File: src/rtl/core_ctrl_pkg.sv
// core_ctrl_pkg: opcode constants and sequencer state encoding shared by the pipeline control logic
package core_ctrl_pkg;
  localparam logic [6:0] OP_IMM    = 7'b0010011;
  localparam logic [6:0] OP_LOAD   = 7'b0000011;
  localparam logic [6:0] OP_STORE  = 7'b0100011;
  localparam logic [6:0] OP_BRANCH = 7'b1100011;
  localparam logic [6:0] OP_REG    = 7'b0110011;
  typedef enum logic [1:0] {
    IDLE     = 2'd0,
    RUN      = 2'd1,
    MEM_WAIT = 2'd2
  } state_t;
endpackage

File: src/rtl/hazard_detect.sv
// hazard_detect: load-use hazard between the EX load and the register sources actually read by the ID instruction
//   opcode/rs1/rs2 : fields of the ID instruction
//   ex_memread/ex_rd : EX instruction is a load, and its destination
//   hazard : ID must wait one cycle for the load result
module hazard_detect
  import core_ctrl_pkg::*;
(
  input  logic [6:0] opcode,
  input  logic [4:0] rs1,
  input  logic [4:0] rs2,
  input  logic       ex_memread,
  input  logic [4:0] ex_rd,
  output logic       hazard
);
  logic use_rs1, use_rs2;
  assign use_rs1 = opcode inside {OP_IMM, OP_LOAD, OP_STORE, OP_BRANCH, OP_REG};
  assign use_rs2 = opcode inside {OP_STORE, OP_BRANCH, OP_REG};
  // x0 is hardwired to zero, so a load into it never creates a dependency
  assign hazard = ex_memread && ex_rd != 5'd0 &&
                  ((use_rs1 && rs1 == ex_rd) || (use_rs2 && rs2 == ex_rd));
endmodule

File: src/rtl/sat_counter.sv
// sat_counter: event counter that sticks at all-ones instead of wrapping
//   clk/rst : clock, synchronous active-high clear
//   inc     : count this cycle
//   count   : current value
module sat_counter #(
  parameter int W = 32
) (
  input  logic         clk,
  input  logic         rst,
  input  logic         inc,
  output logic [W-1:0] count
);
  always_ff @(posedge clk)
    if (rst) count <= '0;
    else if (inc && !(&count)) count <= count + 1'b1;
endmodule

File: src/rtl/pipe_hazard_ctrl.sv
// pipe_hazard_ctrl: 5-stage pipeline sequencer producing PC/pipeline write enables, ID/EX bubble and IF/ID flush
//   clk_i/rst_i       : clock, synchronous active-high reset
//   start_i           : core run enable
//   id_instr_i        : ID-stage instruction word
//   ex_memread_i/ex_rd_i : EX load indication and destination
//   id_branch_taken_i : ID branch resolved taken
//   mem_stall_i       : data cache busy
//   pc_we_o/ifid_we_o/back_we_o : write enables; ifid_flush_o/idex_bubble_o : squash controls
//   state_o           : IDLE/RUN/MEM_WAIT; stall_cnt_o/flush_cnt_o : saturating event counters
module pipe_hazard_ctrl
  import core_ctrl_pkg::*;
#(
  parameter int CNT_W = 32
) (
  input  logic             clk_i,
  input  logic             rst_i,
  input  logic             start_i,
  input  logic [31:0]      id_instr_i,
  input  logic             ex_memread_i,
  input  logic [4:0]       ex_rd_i,
  input  logic             id_branch_taken_i,
  input  logic             mem_stall_i,
  output logic             pc_we_o,
  output logic             ifid_we_o,
  output logic             ifid_flush_o,
  output logic             idex_bubble_o,
  output logic             back_we_o,
  output logic [1:0]       state_o,
  output logic [CNT_W-1:0] stall_cnt_o,
  output logic [CNT_W-1:0] flush_cnt_o
);
  state_t state;
  logic hazard, active, go, in_run;
  logic unused_bits;
  assign unused_bits = ^{id_instr_i[31:25], id_instr_i[14:7]};
  hazard_detect u_hazard (
    .opcode     (id_instr_i[6:0]),
    .rs1        (id_instr_i[19:15]),
    .rs2        (id_instr_i[24:20]),
    .ex_memread (ex_memread_i),
    .ex_rd      (ex_rd_i),
    .hazard     (hazard)
  );
  // dropping start_i wins over any cache stall transition
  always_ff @(posedge clk_i)
    if (rst_i) state <= IDLE;
    else state <= (state == IDLE) ? (start_i ? RUN : IDLE) :
                  !start_i ? IDLE : mem_stall_i ? MEM_WAIT : RUN;
  assign active = state != IDLE;
  assign in_run = state == RUN;
  assign go     = active && !mem_stall_i;
  assign pc_we_o       = go && !hazard;
  assign ifid_we_o     = go && !hazard;
  assign back_we_o     = go;
  // squash controls stay quiet for the whole MEM_WAIT residency, including its exit cycle
  assign idex_bubble_o = go && hazard && in_run;
  assign ifid_flush_o  = go && !hazard && id_branch_taken_i && in_run;
  assign state_o = state;
  sat_counter #(.W(CNT_W)) u_stall_cnt (
    .clk   (clk_i),
    .rst   (rst_i),
    .inc   (active && !pc_we_o),
    .count (stall_cnt_o)
  );
  sat_counter #(.W(CNT_W)) u_flush_cnt (
    .clk   (clk_i),
    .rst   (rst_i),
    .inc   (ifid_flush_o),
    .count (flush_cnt_o)
  );
endmodule

File: config.mk
export PLATFORM = sky130hd
export DESIGN_NAME = pipe_hazard_ctrl
export DESIGN_NICKNAME = d
export VERILOG_FILES = /design/src/rtl/core_ctrl_pkg.sv /design/src/rtl/hazard_detect.sv /design/src/rtl/sat_counter.sv /design/src/rtl/pipe_hazard_ctrl.sv
export SDC_FILE = /design/constraint.sdc
export NUM_CORES = 1
export LEC_CHECK = 0
export CAP_MARGIN = 20
export CORE_MARGIN = 5
export CORE_UTILIZATION = 47
export DETAILED_ROUTE_END_ITERATION = 10
export GPL_ROUTABILITY_DRIVEN = 0
export GPL_TIMING_DRIVEN = 0
export PLACE_DENSITY_LB_ADDON = 0.08
export SLEW_MARGIN = 20
export SYNTH_ARGS = -nofsm -noshare
export SYNTH_HDL_FRONTEND = slang
export SYNTH_HIERARCHICAL = 1
export SYNTH_SLANG_ARGS = --single-unit
export TNS_END_PERCENT = 10
File: constraint.sdc
create_clock -name clk_i -period 3.93 [get_ports clk_i]
set_clock_uncertainty 0.05 [all_clocks]
set_input_delay 0.786 -clock clk_i [delete_from_list [all_inputs] [get_ports clk_i]]
set_output_delay 0.786 -clock clk_i [all_outputs]
set_load 0.005 [all_outputs]
==> results.py, run 1 <==
metrics = {
    "routing": {
        "drtPass1Iterations": 4,
        "post_drt_via_cell_ratio": 5.73,
        "initialDrtViolationCount": 151,
        "wl_per_cell_um": 15.8,
        "num_vias": 3620,
        "postRouteAntennaNets": 0,
        "drc": 0,
        "totalWireLength_mm": 10.0,
    },
    "finish": {
        "n_fill_cell": 676,
        "diodes": 0,
        "final_net_count": 572,
        "layout_commonest_cell": "clkdlybuf4s50_1",
        "layout-drive-gt1-share": 0.117,
        "syn_to_final_growth_pct": 35.2,
        "final_cell_mix": "98 x clkdlybuf4s50_1, 66 x dfxtp_1, 42 x a21oi_1, 32 x or3_1, 29 x nor2_1",
        "fin_area_um2": 5030,
        "utilization": 0.651,
    },
    "global_route": {
        "grt_pass1_wl_mm": 16.9,
        "grt_max_degree": 13,
        "grt-ovfl-total": 0,
        "grt_antenna_before_repair": 0,
        "grt_util_all_layers": 0.207,
        "grt_pass1_vias": 3451,
    },
    "setup_path": {
        "r2r_start": "state_o[1]$_SDFF_PP0_",
        "cp_max_fo": 3,
        "ff2ff_setup_slack_ns": 1.75,
        "reg2regPathDepth": 7,
        "critPathArrivalTime_ns": 3.00,
        "critPathRequiredTime_ns": 3.09,
        "worstSetupPathType": "input port to output port",
        "rr_endpoint": "u_stall_cnt/count[26]$_SDFFE_PP0P_",
        "endpoint_kind": "output port",
        "crit_path_start_kind": "input port",
    },
    "min_path": {
        "worst_hold_path.endpoint": "u_flush_cnt/count[27]$_SDFFE_PP0P_",
        "hold_depth": 2,
        "min_path_type": "flip-flop to flip-flop",
        "min_from": "u_flush_cnt/count[27]$_SDFFE_PP0P_",
    },
    "die": {
        "coreArea_um2": 7730,
        "die_x_um": 99.0,
        "ios": 114,
        "initial_utilization": 0.482,
        "num_rows": 32,
        "dieHeight_um": 99.0,
        "dieArea_um2": 9800,
    },
    "pwr": {
        "p_int_w": 0.00103,
        "power.switching_w": 0.000287,
        "p_sw_frac": 0.218,
        "power.density_nw_per_um2": 262,
        "finalPower_w": 0.00132,
        "p_comb_frac": 0.058,
        "p_leak_nw": 1.60,
        "clkPwrFrac": 0.431,
        "seqPwrFrac": 0.511,
        "peakVddDrop_v": 0.000198,
    },
    "timing": {
        "rsz0062_at_grt": "no",
        "setup_violations": 0,
        "period_needed_ns": 3.83,
        "worst_slew_pin_slew_ns": 0.618,
        "max_clock_freq_mhz": 261,
        "holdWs_ns": 0.444,
        "finalMaxSlewViolations": 0,
        "relSlewSlack": 0.588,
        "hold_viol_final": 0,
        "period_share": 0.975,
    },
    "placed_design": {
        "hpwl_mm": 7.28,
        "io_buffers": 98,
        "placed_cell_area_um2": 4830,
    },
    "yosys": {
        "syn_inst": 417,
        "yosysTopAreaCell": "dfxtp_1",
        "yosys_warnings": 6,
        "ys.flop_type": "dfxtp_1",
        "synthArstFlopShare": 0,
        "avgSynthCellArea_um2": 8.92,
        "synth_cell_types": 46,
        "synth-edff-count": 0,
        "ys_seq_elements": 66,
        "syn_area_um2": 3720,
        "yosys.area.top_type_share": 0.355,
        "synth.area.top_cells": "dfxtp_1 36%, a21oi_1 5.6%, or3_1 5.4%",
        "synth_nets": 462,
        "yosysSeqAreaShare": 0.355,
    },
    "run": {
        "max_cap_violations": 0,
    },
    "cts": {
        "htreeDepth": 3,
        "clkTransAtPathRegs_ns": 0.07,
        "root_buffer": "clkbuf_8",
        "clk_latency_ns": 0.34,
        "cts_sinks": 66,
        "cts_tree": "yes",
        "cts_buffer_depth": 2,
        "cts_buffers": 9,
    },
    "status": {
        "outcome": "complete, no violations",
    },
}
[sequential cells by signal, summed over array words and instances (netlist names)]
register / cells
u_flush_cnt/count: 32
u_stall_cnt/count: 32
state_o: 2
[worst max path at each step]
stage	depth (start not counted)	end	startpoint
2_1_floorplan	10	u_flush_cnt/count[26]$_SDFFE_PP0P_	ex_rd_i[1]
3_3_place_gp	7	ifid_flush_o	ex_rd_i[1]
3_5_place_dp	12	u_stall_cnt/count[26]$_SDFFE_PP0P_	ex_rd_i[4]
4_1_cts	7	ifid_flush_o	ex_rd_i[1]
5_1_grt	7	ifid_flush_o	ex_rd_i[1]
6_report	7	ifid_flush_o	ex_rd_i[1]
[kinds of logic (layout without fill, tap and decap cells)]
| family | after synthesis | after routing | share of synthesized area |
|---|---|---|---|
| AO/OA/AOI/OAI | 103 | 103 | 0.197 |
| buffers and inverters | 26 | 139 | 0.0373 |
| flip-flops | 66 | 66 | 0.355 |
| AND/OR/NAND/NOR | 184 | 184 | 0.319 |
| XOR/XNOR | 36 | 36 | 0.0847 |
| adder cells (fa/ha/maj) | 2 | 2 | 0.00672 |
[worst max-delay path, cell delays in order]
cell and delay (ns):
clkdlybuf4s50_1 0.47, or4_1 0.56, o211ai_2 0.15, a21oi_1 0.08, nor2_1 0.17, and4b_2 0.28
clkdlybuf4s50_1 0.50
[metrics by stage]
step	instances	setup WS, ns	TNS, ns
6_report	632	0.0965	0
5_1_grt	632	0.0268	0
4_1_cts	632	0.141	0
3_5_place_dp	617	-0.189	-1.39
3_3_place_gp	617	-0.141	-0.553
2_1_floorplan	417	0.699	0
[layer usage]
metal / vias to the layer above / GRT usage / wire length (µm)
li1: 1780 / - / -
met1: 1714 / 0.285 / 4630
met2: 114 / 0.323 / 4530
met3: 12 / 0.0453 / 711
met4: 0 / 0.0641 / 129
met5: - / 0 / 0
[cell type report]
cell class	count	area (µm²)	share of cell area
multi-input combinational	325	2260	0.450
sequential	66	1320	0.263
timing repair buffer	99	988	0.196
clock buffer	11	151	0.0301
tap	102	128	0.0254
buffer	19	113	0.0224
clock inverter	3	40.0	0.00796
inverter	7	26.3	0.00522
[Yosys cell counts, types with 2 or more instances]
library cell  number
dfxtp_1           66
a21oi_1           42
or3_1             32
nor2_1            30
nand2_1           23
nand3_1           22
o21ai_1           20
xnor2_1           19
xor2_1            17
and4_1            14
o21ai_0           13
nand4_1           10
and3_1             8
clkbuf_1           8
o31ai_1            8
inv_1              7
a211oi_1           6
and2_1             6
buf_2              6
nor3_1             6
or4_1              5
buf_6              4
nand4_4            4
nor4b_2            4
a2111oi_4          2
and4_2             2
and4_4             2
ha_1               2
nand2_2            2
nand4_2            2
nand4b_1           2
nor2_4             2
nor4_1             2
o2111ai_2          2
o311ai_1           2
o311ai_2           2
o311ai_4           2
o31ai_4            2
or2_4              2
[power by group through the flow]
stage               sequential, W  combinational [W]  clock, W
finish                   0.000673          0.0000760  0.000569
CTS                      0.000673          0.0000762  0.000578
detailed placement       0.000689          0.0000753         0
global route             0.000673          0.0000823  0.000609
global placement         0.000689          0.0000747         0
floorplan                0.000688          0.0000262         0
[what timing repair did]
action | 4_1_cts | 5_1_grt
hold buffers | 0 | 0
setup buffers | 1 | 0
pin swaps | 1 | 0
endpoints found under the setup margin | 1 | 3
resized for setup | 1 | 1
Note: power is estimated with default switching activity, not from simulation.
==> inputs of run 2 (changes only) <==
--- a/config.mk
+++ b/config.mk
@@ -7,7 +7,7 @@
 export LEC_CHECK = 0
 export CAP_MARGIN = 20
 export CORE_MARGIN = 5
-export CORE_UTILIZATION = 47
+export CORE_UTILIZATION = 37
 export DETAILED_ROUTE_END_ITERATION = 10
 export GPL_ROUTABILITY_DRIVEN = 0
 export GPL_TIMING_DRIVEN = 0
==> results.py, run 2 (synthesized netlist as in run 1, its figures left out) <==
metrics = {
    "setup_path": {
        "endpoint_kind": "output port",
        "crit_path_top_delay_cell": "or4_4",
        "crit_start": "ex_rd_i[4]",
        "crit_chain": "clkdlybuf4s50_1 -> or4_4 -> o211ai_2 -> a21oi_1 -> nor2_1 -> and4b_2 -> clkdlybuf4s50_1",
        "worstSetupPathType": "input port to output port",
        "crit_path_start_kind": "input port",
        "crit_buf_inv": 2,
        "crit_top_cell": "clkdlybuf4s50_1",
        "critical_path.top_delay_family": "buffers and inverters",
        "r2r_start": "state_o[1]$_SDFF_PP0_",
        "cp_max_fo": 3,
        "crit_path_max_incr_delay_ns": 0.54,
        "critPathRequiredTime_ns": 3.09,
        "critPathArrivalTime_ns": 2.95,
    },
    "pwr": {
        "clkPwrFrac": 0.437,
        "p_sw_frac": 0.220,
        "peakVddDrop_v": 0.000142,
        "finalPower_w": 0.00133,
        "power.density_nw_per_um2": 262,
        "seqPwrFrac": 0.506,
        "p_int_w": 0.00104,
        "p_comb_frac": 0.057,
        "p_leak_nw": 1.60,
        "power.switching_w": 0.000293,
    },
    "global_route": {
        "grt_max_degree": 13,
        "grt_pass1_vias": 3401,
        "grt-ovfl-total": 0,
        "grt_pass1_wl_mm": 16.3,
        "grt_antenna_before_repair": 0,
        "grt_util_all_layers": 0.167,
    },
    "routing": {
        "post_drt_via_cell_ratio": 5.32,
        "wl_per_cell_um": 14.8,
        "initialDrtViolationCount": 107,
        "num_vias": 3539,
        "drtPass1Iterations": 4,
        "totalWireLength_mm": 9.86,
        "drc": 0,
        "postRouteAntennaNets": 0,
    },
    "min_path": {
        "min_path_type": "flip-flop to flip-flop",
        "min_from": "u_flush_cnt/count[15]$_SDFFE_PP0P_",
    },
    "timing": {
        "period_needed_ns": 3.79,
        "rsz0062_at_grt": "no",
        "period_share": 0.964,
        "max_clock_freq_mhz": 264,
        "worst_slew_pin_slew_ns": 0.564,
        "relSlewSlack": 0.624,
        "finalMaxSlewViolations": 0,
        "setup_violations": 0,
        "hold_viol_final": 0,
    },
    "placed_design": {
        "dp.cells": 648,
        "io_buffers": 98,
        "placed_cell_area_um2": 4870,
        "hpwl_mm": 7.31,
    },
    "cts": {
        "clk_latency_ns": 0.34,
        "htreeDepth": 3,
        "clkTransAtPathRegs_ns": 0.07,
        "cts_sinks": 66,
        "cts_tree": "yes",
        "cts_buffers": 9,
        "root_buffer": "clkbuf_8",
        "cts_buffer_depth": 2,
    },
    "run": {
        "max_cap_violations": 0,
    },
    "finish": {
        "diodes": 0,
        "final_cell_mix": "97 x clkdlybuf4s50_1, 66 x dfxtp_1, 42 x a21oi_1, 32 x or3_1, 29 x nor2_1",
        "fin_area_um2": 5090,
        "layout-drive-gt1-share": 0.120,
        "layout_commonest_cell": "clkdlybuf4s50_1",
        "syn_to_final_growth_pct": 36.8,
        "final_cells": 665,
        "final_net_count": 572,
    },
    "die": {
        "ios": 114,
        "dieArea_um2": 12200,
        "dieHeight_um": 110,
        "die_x_um": 110,
        "initial_utilization": 0.381,
        "coreArea_um2": 9770,
        "num_rows": 36,
    },
    "status": {
        "outcome": "complete, no violations",
    },
}
==> run 2: worst min-delay path, delay by kind of cell, from the launching register on <==
family / cells / cell delay, ns
flops: 1 / 0.33
compound gates: 2 / 0.12
==> run 2: layer usage <==
layer	share of wire	global-route usage
met3	0.049	0.0431
met4	0.011	0.0449
met2	0.49	0.288
met5	0	0
met1	0.45	0.208
==> run 2: cell type report <==
| cell class | instances | area, µm² |
|---|---|---|
| Buffer | 19 | 113 |
| Clock inverter | 4 | 50.0 |
| Sequential cell | 66 | 1320 |
| Multi-Input combinational cell | 325 | 2270 |
| Timing Repair Buffer | 99 | 991 |
| Clock buffer | 12 | 155 |
| Tap cell | 133 | 166 |
| Inverter | 7 | 26.3 |
| Fill cell | 955 | 4680 |
==> run 2: worst paths after layout <==
check / end / slack (ns) / depth (start not counted)
worst max register to register: u_stall_cnt/count[26]$_SDFFE_PP0P_ / 1.74 / 7
worst min register to register: u_flush_cnt/count[15]$_SDFFE_PP0P_ / 0.44 / 2
worst min-delay path: u_flush_cnt/count[15]$_SDFFE_PP0P_ / 0.44 / 2
worst max-delay path: ifid_flush_o / 0.14 / 7
==> run 2: power groups by stage <==
stage,registers (W),clock network (W),logic [W]
global route,0.000674,0.000633,0.0000832
detailed placement,0.000689,0,0.0000752
finish,0.000673,0.000583,0.0000759
global placement,0.000689,0,0.0000747
floorplan,0.000688,0,0.0000262
CTS,0.000673,0.000606,0.0000760
==> run 2: repair_timing <==
item | in CTS | in global routing
gates resized for setup | 1 | 3
setup endpoints to repair | 1 | 6
setup buffers | 1 | 0
hold buffers | 0 | 0
pin swaps | 1 | 1
==> run 2: per-stage QoR <==
| stage | worst slack, ns | util | hold WS, ns | setup TNS, ns |
|---|---|---|---|---|
| 3_5_place_dp | -0.173 | 0.498 | 0.435 | -1.25 |
| 2_1_floorplan | 0.699 | - | 0.427 | 0 |
| 4_1_cts | 0.122 | 0.520 | 0.445 | 0 |
| 3_3_place_gp | -0.181 | 0.498 | 0.429 | -1.15 |
| 6_report | 0.140 | 0.521 | 0.442 | 0 |
| 5_1_grt | 0.0102 | 0.521 | 0.464 | 0 |
==> inputs of run 3 (changes only) <==
--- a/config.mk
+++ b/config.mk
@@ -6,10 +6,10 @@
 export NUM_CORES = 1
 export LEC_CHECK = 0
 export CAP_MARGIN = 20
+export CORE_ASPECT_RATIO = 0.9
 export CORE_MARGIN = 5
 export CORE_UTILIZATION = 37
 export DETAILED_ROUTE_END_ITERATION = 10
-export GPL_ROUTABILITY_DRIVEN = 0
 export GPL_TIMING_DRIVEN = 0
 export PLACE_DENSITY_LB_ADDON = 0.08
 export SLEW_MARGIN = 20
==> results.py, run 3 (synthesized netlist as in run 1, its figures left out) <==
metrics = {
    "global_route": {
        "grt_max_degree": 13,
        "grt_antenna_before_repair": 0,
        "grt-ovfl-total": 0,
        "grt_pass1_vias": 3408,
        "grt_pass1_wl_mm": 17.0,
        "grt_util_all_layers": 0.171,
    },
    "setup_path": {
        "cp_max_fo": 3,
        "crit_path_start_kind": "input port",
        "worstSetupPathType": "input port to output port",
        "critPathArrivalTime_ns": 2.98,
        "crit_start": "ex_rd_i[4]",
        "r2r_start": "state_o[0]$_SDFF_PP0_",
        "critPathRequiredTime_ns": 3.09,
        "endpoint_kind": "output port",
    },
    "timing": {
        "period_share": 0.970,
        "finalMaxSlewViolations": 0,
        "rsz0062_at_grt": "no",
        "setup_violations": 0,
        "max_clock_freq_mhz": 262,
        "holdWs_ns": 0.440,
        "period_needed_ns": 3.81,
        "setup_tns_ns": 0,
        "hold_viol_final": 0,
        "worst_slew_pin_slew_ns": 0.648,
        "final.setup.worst_slack_ns": 0.118,
        "relSlewSlack": 0.566,
    },
    "pwr": {
        "seqPwrFrac": 0.510,
        "p_sw_frac": 0.222,
        "p_comb_frac": 0.059,
        "peakVddDrop_v": 0.000125,
        "p_leak_nw": 1.61,
        "power.switching_w": 0.000294,
        "p_int_w": 0.00103,
        "clkPwrFrac": 0.431,
        "power.density_nw_per_um2": 260,
    },
    "cts": {
        "htreeDepth": 3,
        "cts_tree": "yes",
        "root_buffer": "clkbuf_8",
        "cts_buffers": 9,
        "clk_latency_ns": 0.34,
        "cts_buffer_depth": 2,
        "clkTransAtPathRegs_ns": 0.07,
        "cts_sinks": 66,
        "holdBufCountCts": 0,
    },
    "placed_design": {
        "dp.cells": 641,
        "placed_cell_area_um2": 4860,
        "io_buffers": 98,
        "hpwl_mm": 7.74,
        "pre_cts_slack_ns": -0.277,
        "place.gp.congestion": 0.818,
    },
    "die": {
        "die_x_um": 116,
        "ios": 114,
        "coreArea_um2": 9740,
        "initial_utilization": 0.382,
        "dieHeight_um": 105,
        "dieArea_um2": 12200,
        "num_rows": 34,
    },
    "finish": {
        "final_net_count": 572,
        "final_cells": 658,
        "layout_commonest_cell": "clkdlybuf4s50_1",
        "diodes": 0,
        "fin_area_um2": 5080,
        "n_fill_cell": 950,
        "syn_to_final_growth_pct": 36.6,
        "final_cell_mix": "97 x clkdlybuf4s50_1, 66 x dfxtp_1, 41 x a21oi_1, 32 x or3_1, 29 x nor2_1",
        "multi_input_area_um2": 2270,
        "regArea_um2": 1320,
        "layout-drive-gt1-share": 0.122,
    },
    "routing": {
        "num_vias": 3543,
        "drtPass1Iterations": 4,
        "wl_per_cell_um": 15.9,
        "initialDrtViolationCount": 86,
        "post_drt_via_cell_ratio": 5.38,
        "totalWireLength_mm": 10.5,
        "postRouteAntennaNets": 0,
        "drc": 0,
    },
    "min_path": {
        "min_from": "u_stall_cnt/count[15]$_SDFFE_PP0P_",
        "min_path_type": "flip-flop to flip-flop",
    },
    "run": {
        "max_cap_violations": 0,
    },
    "status": {
        "outcome": "complete, no violations",
    },
}
==> run 3: changes by cell type in the layout (fill, tap and decap cells not counted) <==
| cell | delta |
|---|---|
| a21oi_1 | -1 |
| a21oi_2 | +1 |
| bufinv_16 | -1 |
| clkbuf_8 | +3 |
| clkinvlp_4 | -2 |
==> run 3: worst max-delay path, stage by stage <==
cell	delay, ns
clkdlybuf4s50_1	0.47
or4_4	0.54
o211ai_2	0.17
a21oi_2	0.07
nor2_1	0.16
and4b_2	0.26
clkdlybuf4s50_1	0.51
==> run 3: layout make-up <==
| type | count | share of cell area |
|---|---|---|
| multi-input combinational | 325 | 0.447 |
| sequential | 66 | 0.260 |
| inverter | 7 | 0.00517 |
| clock buffer | 15 | 0.0387 |
| clock inverter | 1 | 0.000985 |
| buffer | 19 | 0.0222 |
| timing repair buffer | 99 | 0.195 |
| tap | 126 | 0.0310 |
==> run 3: timing repair <==
action / 4_1_cts / 5_1_grt
gates resized for setup: 1 / 4
pin swaps: 1 / 1
setup endpoints to repair: 1 / 3
setup buffers: 1 / 0
==> run 3: power by group through the flow <==
stage | clock (W) | combinational [W] | sequential (W)
2_1_floorplan | 0 | 0.0000262 | 0.000688
3_5_place_dp | 0 | 0.0000773 | 0.000689
3_3_place_gp | 0 | 0.0000761 | 0.000689
5_1_grt | 0.000624 | 0.0000844 | 0.000674
4_1_cts | 0.000593 | 0.0000780 | 0.000673
6_report | 0.000570 | 0.0000779 | 0.000674
==> run 3: layer usage <==
metal | up-vias | track usage | share of wire
met5 | - | 0 | 0
met4 | 0 | 0.0447 | 0.012
met3 | 12 | 0.0480 | 0.069
met2 | 98 | 0.255 | 0.42
met1 | 1656 | 0.242 | 0.50
li1 | 1777 | - | -
==> run 3: path summary, 6_finish.rpt <==
path | to | slack (ns) | cells past startpoint
min | u_stall_cnt/count[15]$_SDFFE_PP0P_ | 0.44 | 2
max reg2reg | u_stall_cnt/count[26]$_SDFFE_PP0P_ | 1.71 | 7
min reg2reg | u_stall_cnt/count[15]$_SDFFE_PP0P_ | 0.44 | 2
max | ifid_flush_o | 0.12 | 7
==> run 3: through the flow <==
step | total power (W) | utilization
5_1_grt | 0.00138 | 0.522
4_1_cts | 0.00134 | 0.520
3_3_place_gp | 0.000765 | 0.499
6_report | 0.00132 | 0.522
2_1_floorplan | 0.000715 | -
3_5_place_dp | 0.000766 | 0.499
